$ cat src/rtl/debug_pkg.sv
// Shared command codes, state encoding and sizing helpers for debug_unit.
package debug_pkg;

  localparam logic [7:0] CMD_LOAD = 8'h4C;
  localparam logic [7:0] CMD_RUN  = 8'h52;
  localparam logic [7:0] CMD_STEP = 8'h53;
  localparam logic [7:0] ACK_BYTE = 8'h4B;

  localparam int WORD_BITS      = 32;
  localparam int BYTES_PER_WORD = WORD_BITS / 8;

  typedef enum logic [2:0] {
    IDLE,
    LOAD_CNT,
    LOAD_DATA,
    RUN,
    STEP,
    DUMP,
    ACK
  } state_t;

  function automatic int bytes_per_word(input int nbits);
    return nbits / 8;
  endfunction

endpackage

$ cat src/rtl/tx_serializer.sv
// Sends one NBITS word LSB-first over a byte valid/ready handshake, or only its low
// byte when one_byte is set at start; done pulses the cycle after the last transfer.
module tx_serializer
  import debug_pkg::*;
#(
  parameter int NBITS = 32
) (
  input  logic             clk,
  input  logic             rst,
  input  logic             start,
  input  logic             one_byte,
  input  logic [NBITS-1:0] word,
  output logic [7:0]       tx_data,
  output logic             tx_valid,
  input  logic             tx_ready,
  output logic             done
);

  localparam int BPW   = bytes_per_word(NBITS);
  localparam int CBITS = $clog2(BPW);

  logic [NBITS-1:0] rest;
  logic [CBITS-1:0] left;

  always_ff @(posedge clk) begin
    if (rst) begin
      tx_data  <= '0;
      tx_valid <= 1'b0;
      done     <= 1'b0;
      rest     <= '0;
      left     <= '0;
    end else begin
      done <= 1'b0;
      if (start && !tx_valid) begin
        tx_data  <= word[7:0];
        rest     <= word >> 8;
        left     <= one_byte ? '0 : CBITS'(BPW - 1);
        tx_valid <= 1'b1;
      end else if (tx_valid && tx_ready) begin
        // tx_data only moves after a completed handshake, so it is stable while stalled.
        if (left == '0) begin
          tx_valid <= 1'b0;
          done     <= 1'b1;
        end else begin
          tx_data <= rest[7:0];
          rest    <= rest >> 8;
          left    <= left - 1'b1;
        end
      end
    end
  end

endmodule

$ cat src/rtl/debug_unit.sv
// Host debug controller: loads instruction memory, gates the pipeline in run/step mode
// and dumps the PC after each stop. Define DEBUG_REGDUMP_EN to also dump the register bank.
module debug_unit
  import debug_pkg::*;
#(
  parameter int MEM_SIZE  = 8,
  parameter int BANK_SIZE = 32,
  parameter int NBITS     = 32,
  parameter int RBITS     = 5
) (
  input  logic                clk,
  input  logic                rst,
  input  logic [7:0]          i_rx_data,
  input  logic                i_rx_valid,
  output logic [7:0]          o_tx_data,
  output logic                o_tx_valid,
  input  logic                i_tx_ready,
  output logic                o_imem_we,
  output logic [MEM_SIZE-1:0] o_imem_addr,
  output logic [NBITS-1:0]    o_imem_data,
  output logic                o_pipe_en,
  output logic                o_pipe_rst,
  input  logic                i_halt,
  input  logic [NBITS-1:0]    i_pc,
  output logic [RBITS-1:0]    o_reg_addr,
  input  logic [NBITS-1:0]    i_reg_data
);

  localparam int BPW   = bytes_per_word(NBITS);
  localparam int IBITS = $clog2(BPW);

  state_t              state;
  logic                pipe_en_q;
  logic                ser_start;
  logic                ser_one;
  logic                ser_done;
  logic                more_words;
  logic [IBITS-1:0]    byte_idx;
  logic [7:0]          words_left;
  logic [MEM_SIZE-1:0] load_addr;
  logic [NBITS-9:0]    pack;
  logic [NBITS-1:0]    dump_word;
  logic [NBITS-1:0]    ser_word;

  // NOTE: o_pipe_en is gated combinationally by i_halt so the pipeline never gets an
  // extra cycle once HALT retires; the registered half only says "we want to advance".
  assign o_pipe_en = pipe_en_q & ~i_halt;

  assign ser_one  = (state == ACK);
  assign ser_word = ser_one ? NBITS'(ACK_BYTE) : dump_word;

  always_ff @(posedge clk) begin
    if (rst) begin
      state       <= IDLE;
      o_imem_we   <= 1'b0;
      o_imem_addr <= '0;
      o_imem_data <= '0;
      o_pipe_rst  <= 1'b1;
      pipe_en_q   <= 1'b0;
      ser_start   <= 1'b0;
      byte_idx    <= '0;
      words_left  <= '0;
      load_addr   <= '0;
      pack        <= '0;
    end else begin
      // NOTE: strobes default low here and are raised below; with non-blocking
      // assignments the later assignment in the same cycle wins cleanly.
      o_imem_we <= 1'b0;
      ser_start <= 1'b0;
      unique case (state)
        IDLE: begin
          if (i_rx_valid) begin
            case (i_rx_data)
              CMD_LOAD: begin
                state      <= LOAD_CNT;
                o_pipe_rst <= 1'b1;
              end
              CMD_RUN: begin
                state      <= RUN;
                o_pipe_rst <= 1'b0;
                pipe_en_q  <= 1'b1;
              end
              CMD_STEP: begin
                state      <= STEP;
                o_pipe_rst <= 1'b0;
                pipe_en_q  <= 1'b1;
              end
              default: ;
            endcase
          end
        end
        LOAD_CNT: begin
          if (i_rx_valid) begin
            if (i_rx_data == 8'd0) begin
              state     <= ACK;
              ser_start <= 1'b1;
            end else begin
              words_left <= i_rx_data;
              load_addr  <= '0;
              byte_idx   <= '0;
              state      <= LOAD_DATA;
            end
          end
        end
        LOAD_DATA: begin
          if (i_rx_valid) begin
            // Little-endian: each new byte enters at the top and earlier ones shift down.
            pack <= {i_rx_data, pack[NBITS-9:8]};
            if (byte_idx == IBITS'(BPW - 1)) begin
              byte_idx    <= '0;
              o_imem_we   <= 1'b1;
              o_imem_addr <= load_addr;
              o_imem_data <= {i_rx_data, pack};
              load_addr   <= load_addr + 1'b1;
              words_left  <= words_left - 8'd1;
              if (words_left == 8'd1) begin
                state     <= ACK;
                ser_start <= 1'b1;
              end
            end else begin
              byte_idx <= byte_idx + 1'b1;
            end
          end
        end
        RUN: begin
          if (i_halt) begin
            pipe_en_q <= 1'b0;
            state     <= DUMP;
            ser_start <= 1'b1;
          end
        end
        STEP: begin
          pipe_en_q <= 1'b0;
          state     <= DUMP;
          ser_start <= 1'b1;
        end
        DUMP: begin
          if (ser_done) begin
            if (more_words) ser_start <= 1'b1;
            else state <= IDLE;
          end
        end
        ACK: begin
          if (ser_done) state <= IDLE;
        end
        default: state <= IDLE;
      endcase
    end
  end

`ifdef DEBUG_REGDUMP_EN
  localparam int WBITS = $clog2(BANK_SIZE + 1);

  // Word 0 of a dump is the PC; word k (k >= 1) is register k-1.
  logic [WBITS-1:0] word_idx;

  assign more_words = (word_idx != WBITS'(BANK_SIZE));
  assign dump_word  = (word_idx == '0) ? i_pc : i_reg_data;

  always_ff @(posedge clk) begin
    if (rst) begin
      word_idx   <= '0;
      o_reg_addr <= '0;
    end else if (state != DUMP) begin
      word_idx   <= '0;
      o_reg_addr <= '0;
    end else if (ser_done && more_words) begin
      word_idx   <= word_idx + 1'b1;
      o_reg_addr <= RBITS'(word_idx);
    end
  end
`else
  logic unused_reg_data;

  assign more_words      = 1'b0;
  assign dump_word       = i_pc;
  assign o_reg_addr      = '0;
  assign unused_reg_data = ^i_reg_data;
`endif

  tx_serializer #(
    .NBITS(NBITS)
  ) u_tx (
    .clk      (clk),
    .rst      (rst),
    .start    (ser_start),
    .one_byte (ser_one),
    .word     (ser_word),
    .tx_data  (o_tx_data),
    .tx_valid (o_tx_valid),
    .tx_ready (i_tx_ready),
    .done     (ser_done)
  );

endmodule

$ cat config.mk
export PLATFORM = sky130hd
export DESIGN_NAME = debug_unit
export DESIGN_NICKNAME = d
export VERILOG_FILES = /design/src/rtl/debug_pkg.sv /design/src/rtl/tx_serializer.sv /design/src/rtl/debug_unit.sv
export SDC_FILE = /design/constraint.sdc
export NUM_CORES = 1
export LEC_CHECK = 0
export BUFFER_PORTS_ARGS = -buffer_cell sky130_fd_sc_hd__buf_4
export CAP_MARGIN = 20
export CORE_MARGIN = 2
export CORE_UTILIZATION = 54
export CTS_CLUSTER_SIZE = 16
export DETAILED_ROUTE_END_ITERATION = 16
export PLACE_DENSITY = 0.91
export RECOVER_POWER = 100
export SKIP_LAST_GASP = 1
export SYNTH_ARGS = -nofsm -noshare
export SYNTH_HDL_FRONTEND = slang
export SYNTH_HIERARCHICAL = 1
export SYNTH_SLANG_ARGS = --single-unit
$ cat constraint.sdc
create_clock -name clk -period 2.1 [get_ports clk]
set_input_delay 0.315 -clock clk [delete_from_list [all_inputs] [get_ports clk]]
set_output_delay 0.315 -clock clk [all_outputs]
set_load 0.02 [all_outputs]
==> results of run 1 <==
==> metal layers <==
metal	vias to the layer above	track usage [%]	part of all wire, %
met3	22	5.653	5.4
met2	156	39.44	49
met1	2463	32.77	44
met4	0	8.720	1.5
li1	2588	-	-
met5	-	0	0
==> cells in the final DEF (no fill, tap or decap), types with 3 or more instances in the layout <==
| cell | n |
|---|---|
| sky130_fd_sc_hd__clkbuf_16 | 16 |
| sky130_fd_sc_hd__ha_1 | 5 |
| sky130_fd_sc_hd__buf_4 | 62 |
| sky130_fd_sc_hd__a21oi_1 | 99 |
| sky130_fd_sc_hd__clkinvlp_4 | 3 |
| sky130_fd_sc_hd__o21ai_0 | 10 |
| sky130_fd_sc_hd__nor2b_1 | 4 |
| sky130_fd_sc_hd__dfxtp_1 | 124 |
| sky130_fd_sc_hd__clkbuf_1 | 56 |
| sky130_fd_sc_hd__and3_1 | 4 |
| sky130_fd_sc_hd__conb_1 | 5 |
| sky130_fd_sc_hd__clkinv_2 | 3 |
| sky130_fd_sc_hd__nor3b_1 | 3 |
| sky130_fd_sc_hd__nor3_1 | 10 |
| sky130_fd_sc_hd__xnor2_1 | 3 |
| sky130_fd_sc_hd__and2_0 | 19 |
| sky130_fd_sc_hd__a21oi_2 | 19 |
| sky130_fd_sc_hd__xor2_1 | 3 |
| sky130_fd_sc_hd__nor2_1 | 44 |
| sky130_fd_sc_hd__o21ai_1 | 4 |
| sky130_fd_sc_hd__nand2b_1 | 7 |
| sky130_fd_sc_hd__o211ai_1 | 3 |
| sky130_fd_sc_hd__a211oi_2 | 14 |
| sky130_fd_sc_hd__clkbuf_8 | 3 |
| sky130_fd_sc_hd__a211oi_1 | 10 |
| sky130_fd_sc_hd__nand3_1 | 15 |
| sky130_fd_sc_hd__nand2_1 | 197 |
| sky130_fd_sc_hd__inv_1 | 10 |
| sky130_fd_sc_hd__and2_1 | 11 |
==> worst max-delay path, stage by stage (launching register included) <==
cell	delay, ns
sky130_fd_sc_hd__dfxtp_1	0.38
sky130_fd_sc_hd__buf_4	0.21
sky130_fd_sc_hd__nor2b_2	0.09
sky130_fd_sc_hd__nand2_1	0.07
sky130_fd_sc_hd__clkbuf_2	0.45
sky130_fd_sc_hd__and2_1	0.20
sky130_fd_sc_hd__nor2_1	0.06
sky130_fd_sc_hd__a211oi_1	0.30
==> power breakdown <==
part / switching, µW / total, µW / internal, µW / leakage, µW
Sequential: 0.753 / 2370 / 2370 / 0.00101
Clock: 1020 / 2770 / 1740 / 0.000270
Combinational: 110 / 193 / 82.7 / 0.00112
==> how the worst max path moves through the flow <==
stage	start	end	slack, ns	cells past startpoint
finish	state[0]	u_tx/rest[15]	0.22	7
detailed placement	i_rx_data[0]	words_left[4]	0.25	8
global route	state[0]	words_left[7]	0.08	7
global placement	state[1]	words_left[1]	0.29	6
floorplan	i_rx_data[0]	words_left[1]	0.50	7
CTS	state[1]	words_left[1]	0.13	6
==> flip-flops by register name (all words and copies together) (netlist names) <==
name,flops
o_imem_data,32
u_tx/tx_valid,1
u_tx/rest,24
load_addr,8
pipe_en_q,1
pack,24
byte_idx,2
u_tx/left,2
words_left,8
state,3
o_pipe_rst,1
o_imem_addr,8
o_imem_we,1
u_tx/done,1
ser_start,1
u_tx/tx_data,8
==> cell type report <==
type,count,area [µm²],area share (%)
flip-flops and latches,125,2504,36.72
repair buffers,119,713.2,10.46
clock inverters,10,115.1,1.688
multi-input cells,530,2830,41.50
well taps,136,170.2,2.495
inverters,10,37.54,0.5505
clock buffers,21,449.2,6.587
==> kinds of logic after synthesis <==
logic type | count (synthesis) | synth area share (%)
buf+inv | 69 | 6.080
other cells | 1 | 0.06578
simple gates | 331 | 26.14
compound gates | 182 | 21.62
xor+xnor | 6 | 0.9220
flops | 125 | 43.90
fa+ha+maj | 5 | 1.097
mux | 1 | 0.1756
==> stage by stage <==
step / hold WS (ns) / utilization (%) / worst slack [ns] / total power, µW
finish: 0.09520 / 66.35 / 0.2150 / 5333
detailed placement: 0.4451 / 63.22 / 0.2550 / 2615
global placement: 0.4419 / 63.22 / 0.2877 / 2615
floorplan: 0.4318 / - / 0.5035 / 2522
global route: 0.08361 / 66.35 / 0.07920 / 5487
CTS: 0.08163 / 68.71 / 0.1332 / 5360
==> flow_results.org, run 1 <==
** Place
- Estimated wirelength of the detail-placed design :: 8812 µm
- Post-placement cell area :: 6497 µm²
- Counting tap cells, the placed design contains a total of 920 instances.
- Count of input and output buffers :: 96
- Placer's final routability congestion estimate :: 0.8633

** Layout
- The post-route netlist has 16.20% of its cells at a drive strength greater than 1.
- Fill cell instance count of the final layout :: 888
- After routing the design area is 6819 µm².
- The number of antenna diodes in the final layout is 0.
- The count of cells in the finished layout, fillers not included, comes to 951.
- In the final design database the tool counted 885 nets.
- Area growth from synthesis to layout :: 19.62%

** Floorplan
- Measured along the x axis, the die boundary spans 106.7 µm.
- The floorplan step defined a die boundary enclosing 11,390 µm².
- Starting density of the core :: 55.47%
- In this run the count of I/O pins placed on the die edge is 134.
- Std cell rows :: 37
- Die outline height :: 106.7 µm
- The region available for standard cell placement spans 10,280 µm².

** Timing
- Setup violations remaining at the end of the flow were counted as 0.
- Headroom to the max-slew limit came out at 39.41%.
- Setup total negative slack :: 0 ns
- Static timing analysis puts the maximum clock frequency at 530.5 MHz.
- Fin. Hold Viols :: 0
- Shortest clock period the worst path allows after layout :: 1.885 ns
- Dividing the final minimum period by the clock period gives 89.76%.
- Tightest Pin Transition :: 0.9070 ns
- The final count of pins violating max slew is 0.
- Unrepaired setup endpoints after global routing :: no
- Worst Clk Skew :: 0.008569 ns

** Hold path
- Launch point of the worst hold path :: rst
- The tightest min-delay check is of the input port to flip-flop type.
- The worst hold path terminates at u_tx/rest[16].
- Along the worst hold path, the cell count comes to 2.

** Critical path
- In this run the register-to-register setup slack is 0.22 ns.
- R2r endpoint :: u_tx/rest[15]
- STA classifies the critical path startpoint as a flip-flop.
- Biggest fanout along the worst timing path :: 33
- Required arrival time at the worst endpoint :: 2.50 ns
- Crit path arrival time :: 2.28 ns
- Endpoint kind of the worst setup timing path :: flip-flop
- Measured in cells, the most critical reg-to-reg path has a length of 7.
- Classification of the worst setup path :: flip-flop to flip-flop
- Start of the worst register-to-register path :: state[0]

** Synthesis
- The most used flip-flop cell after synthesis is sky130_fd_sc_hd__dfxtp_1.
- In the post-synthesis netlist, the biggest area contributors are sky130_fd_sc_hd__dfxtp_1, sky130_fd_sc_hd__nand2_1, sky130_fd_sc_hd__a21oi_1, sky130_fd_sc_hd__a211oi_2, sky130_fd_sc_hd__and2_1.
- In this run the biggest area consumer among cell types represents 43.90% of the synthesized area.
- Dominant cell by count in the synthesized netlist :: sky130_fd_sc_hd__nand2_1
- Count of distinct cell types in the synthesized netlist :: 60
- Counting every instance in the synthesized netlist gives 720.
- For this run, asynchronously set or reset flops after synthesis account for 0%.
- Flops & latches, synth :: 125
- Number of synthesized flops with an enable pin :: 0
- Mean instance size in the synthesized netlist :: 7.917 µm²
- Yosys printed 6 warnings.
- Post-Syn Area :: 5700 µm²
- Cell type with the highest aggregate area in the netlist :: sky130_fd_sc_hd__dfxtp_1
- Of the synthesized area, sequential elements account for 43.90%.
- Most common library cells after synthesis :: sky130_fd_sc_hd__nand2_1, sky130_fd_sc_hd__dfxtp_1, sky130_fd_sc_hd__a21oi_1

** Global routing
- Overall overflow remaining after global route :: 0
- Entering global routing, the biggest net connects 58 pins.
- Vias in the first global route :: 4,835
- The initial antenna violation count is 0.
- The first global-routing pass estimated 22,730 µm of wire.
- Aggregate global-route resource usage :: 24.66%

** Drt
- After detailed routing, the average wire length per cell comes to 14.58 µm.
- After detailed routing, the number of vias per cell comes to 5.498.
- Total vias in the final route :: 5,229
- Detailed-routing iteration count for the pre-antenna-repair pass :: 5
- After detailed routing, the total wire length is 13,870 µm.
- Total DRC errors in the routed layout :: 0
- Routed Antenna Nets :: 0
- Starting DRT DRC Count :: 387

** Outcome
- Outcome :: complete, no violations

** Clock network
- Clock-pin slew was measured on the worst setup and hold paths at 0.06 ns.
- TritonCTS created 17 clock buffers.
- The clock drives 125 sinks.
- Clock latency on the worst-skew pair :: 0.51 ns
- The tree is rooted in a sky130_fd_sc_hd__clkbuf_8.
- The number of setup buffers added after CTS is 0.
- The longest clock path from root to sink contains 2 buffers.
- Resize count post-CTS :: 0
- TritonCTS built the clock tree.
- Buffers inserted to repair hold after CTS numbered 0.
- Level count of the clock H-tree :: 4

** Pwr
- P per Cell Area :: 782.1 nW/µm²
- Leakage power :: 0.002397 µW
- Peak ir drop on the vdd network :: 0.0005149 V

** Flow run
- Max-cap violations in this run came to 0.
Note: power is estimated with default switching activity, not from simulation.
==> run 2: changes to the inputs <==
--- a/config.mk
+++ b/config.mk
@@ -6,12 +6,11 @@
 export NUM_CORES = 1
 export LEC_CHECK = 0
 export BUFFER_PORTS_ARGS = -buffer_cell sky130_fd_sc_hd__buf_4
-export CAP_MARGIN = 20
 export CORE_MARGIN = 2
-export CORE_UTILIZATION = 54
+export CORE_UTILIZATION = 30
 export CTS_CLUSTER_SIZE = 16
 export DETAILED_ROUTE_END_ITERATION = 16
-export PLACE_DENSITY = 0.91
+export PLACE_DENSITY = 0.61
 export RECOVER_POWER = 100
 export SKIP_LAST_GASP = 1
 export SYNTH_ARGS = -nofsm -noshare
==> run 2 against run 1 <==
- maximum frequency is 0.95% higher
- non-clock buffer count is 4 higher
- register-to-register slack better by 0.02 ns
- via count is 2.5% lower
- global-route usage is 10 points lower
- sequential share of layout area is 1.1 points lower
- hold slack better by 0.091 ns
- cell area is 3.0% higher
- flip-flop and latch count stayed put
- first-iteration DRC count is 3.6% higher
- clock-buffer cell count is 3 lower
- sequential power hardly changed
==> flow_results.org, run 2 (synthesized netlist as in run 1, its figures left out) <==
** Critical path
- R2r endpoint :: load_addr[7]
- Startpoint class of the critical path :: flip-flop
- The critical path arrival is 2.22 ns (-0.06 ns).
- By startpoint and endpoint, the worst setup path is classified as flip-flop to flip-flop.
- Cell with the largest stage delay on the worst path :: sky130_fd_sc_hd__dfxtp_1
- Ordered list of cells on the worst path :: nor2b_2 > and2_0 > o21ai_0 > or4_1 > a21oi_1
- Crit-path max cell delay :: 0.56 ns (+0.11 ns)
- STA classifies the critical path endpoint as a flip-flop.
- Worst reg-to-reg setup slack :: 0.23 ns (+0.02 ns)
- The maximum fanout encountered on the critical timing path was 14 (-58%).
- The critical path required time was 2.46 ns (-0.04 ns).
- Cells on worst reg2reg path :: 5 (-2)
- The startpoint identified for the worst register-to-register timing path is state[1].

** Hold path
- Launch point of the worst hold path :: i_rx_data[2]
- In this run the worst hold path is classified as input port to flip-flop.
- Endpoint of the worst hold-timing path :: o_imem_data[26]
- Min-Delay Path Depth :: 3 (+1)

** Timing
- Share of the cycle needed by the critical path after routing :: 88.92% (-0.84 points)
- The worst setup skew after layout came to 0.009056 ns (+0.0004866 ns).
- FMAX :: 535.5 MHz (+0.95%)
- The setup TNS was 0 ns (unchanged).
- The hold violation total from the final report came to 0 (unchanged).
- Tightest Pin Transition :: 0.9161 ns (+0.009020 ns)
- Total count of max-transition violations in the final report :: 0 (unchanged)
- Setup repair after global routing left no endpoint under its margin.
- Slew HR :: 38.93% (-0.48 points)
- Shortest clock period the worst path allows after layout :: 1.867 ns (-0.01769 ns)
- Final Setup Violations :: 0 (unchanged)

** Place
- The HPWL after detailed placement came to 9655 µm (+9.6%).
- The post-detailed-placement cell area is 6680 µm² (+2.8%).
- The final weighted congestion in routability-driven placement is 0.8357 (-3.2%).
- The number of buffers added on ports was 96 (unchanged).

** Layout
- Biggest regs :: o_imem_data: 32 flops, pack: 24 flops, u_tx/rest: 24 flops
- From synthesis to final layout, the design area changed by 23.16%.
- More flip-flops sit in one register than any other, and that register is o_imem_data.
- The library cells used most frequently in the layout, excluding fill and tap cells, are sky130_fd_sc_hd__nand2_1, sky130_fd_sc_hd__dfxtp_1, sky130_fd_sc_hd__a21oi_1.
- The final cell area excluding filler cells came to 7020 µm² (+3.0%).
- The final-stage net count is 889 (+0.45%).
- Most frequent standard cell in the layout excluding fill and tap cells :: sky130_fd_sc_hd__nand2_1
- The utilization after layout came to 37.53% (-29 points).
- Flip-flop count of the largest register after layout :: 32 (unchanged)
- Antenna diode count :: 0 (unchanged)
- Fraction of final layout cells sized beyond drive strength 1 :: 17.20% (+1.0 points)

** Global routing
- First-pass GRT wire length :: 23,540 µm (+3.6%)
- Aggregate global-route resource usage :: 14.62% (-10 points)
- Vias in the first global route :: 4,631 (-4.2%)
- The pin count of the biggest net entering global routing was 57 (-1.7%).
- The initial antenna violation count is 0 (unchanged).
- Overall overflow remaining after global route :: 0 (unchanged)

** Pwr
- The static leakage power came to 0.002448 µW (+2.1%).
- P per Cell Area :: 771.1 nW/µm² (-1.4%)
- Peak ir drop on the vdd network :: 0.0005847 V (+14%)

** Clock network
- TritonCTS built the clock tree.
- Clock transition at the registers of the reported paths :: 0.06 ns (about the same)
- Clk sinks :: 125 (unchanged)
- In this run the clock root is driven by a sky130_fd_sc_hd__clkbuf_16.
- Clock latency on the worst-skew pair :: 0.43 ns (-0.08 ns)
- CTS Hold Bufs :: 0 (unchanged)
- The buffer count from post-CTS setup fixing was 0 (unchanged).
- The clock buffer count from CTS was 17 (unchanged).
- Resize count post-CTS :: 0 (unchanged)
- Max Root-Sink Buffers :: 2 (unchanged)
- Level count of the clock H-tree :: 4 (unchanged)

** Drt
- The wire length per cell is 13.81 µm (-5.3%).
- The remaining routing DRC violations is 0 (unchanged).
- The final antenna-violating net count came to 0 (unchanged).
- The first-pass detailed-route iteration total came to 4 (-1).
- Aggregate routed wire length :: 14,550 µm (+4.9%)
- The total via count after detailed routing was 5,098 (-2.5%).
- The ratio of routed vias to standard cells came to 4.837 (-12%).
- The DRC marker count from the first detailed-route iteration is 401 (+3.6%).

** Floorplan
- Core area :: 18,710 µm² (+82%)
- Die extent in x :: 141.8 µm (+33%)
- The effective utilization at floorplan is 30.47% (-25 points).
- The top-level port count was 134 (unchanged).
- The height of the die came to 141.8 µm (+33%).
- The die outline area was 20,120 µm² (+77%).
- Std cell rows :: 50 (+35%)

** Flow run
- The count of max-cap constraint violations came to 0 (unchanged).

** Outcome
- The flow ran to the end, and the final reports show no timing, DRC or antenna violations.
run 2: cell count changes in the layout (fill, tap and decap cells not counted), sizes merged:
cell	delta
inv	+3
clkbuf	-3
clkinvlp	-2
buf	+4
bufinv	-1
clkinv	+4
run 2: metrics by stage:
step,std cells,setup WS (ns),hold slack [ns],total power [µW]
6_report,1054,0.2327,0.1862,5413
5_1_grt,1054,0.06728,0.1846,5612
4_1_cts,1054,0.2666,0.1685,5485
3_5_place_dp,1022,0.2558,0.4465,2628
3_3_place_gp,1022,0.2574,0.4410,2628
2_1_floorplan,724,0.5035,0.4318,2522
run 2: where the power goes:
group	switching (µW)	total (µW)	internal [µW]
combinational	112	198	86.6
clock	1160	2840	1680
sequential	0.831	2370	2370
run 2: critical path, delay by kind of cell (launching register included):
| kind | cells | cell delay [ns] |
|---|---|---|
| simple gates | 3 | 0.99 |
| compound gates | 2 | 0.25 |
| flops | 1 | 0.56 |
run 2: layout make-up:
type                       count  area (µm²)
clock buffer                  18       439.2
clock inverter                14       136.4
fill                        2002       11690
inverter                      10       37.54
multi-input combinational    530        2843
sequential                   125        2502
tap                          234       292.8
timing repair buffer         123       769.5
run 2: per-layer routing:
metal	up-vias	wire (µm)	GRT usage, %
li1	2601	-	-
met1	2375	7124	19.95
met2	105	6492	21.67
met3	17	672	4.354
met4	0	263	5.737
met5	-	0	0
run 2: worst max path at each step:
stage                     slack (ns)             end    startpoint
after detailed placement        0.26   words_left[1]  i_rx_data[2]
after CTS                       0.27   words_left[1]      state[1]
after global routing            0.07  o_imem_addr[4]      state[1]
after floorplan                 0.50   words_left[1]  i_rx_data[0]
final                           0.23    load_addr[7]      state[1]
after global placement          0.26   words_left[1]  i_rx_data[2]
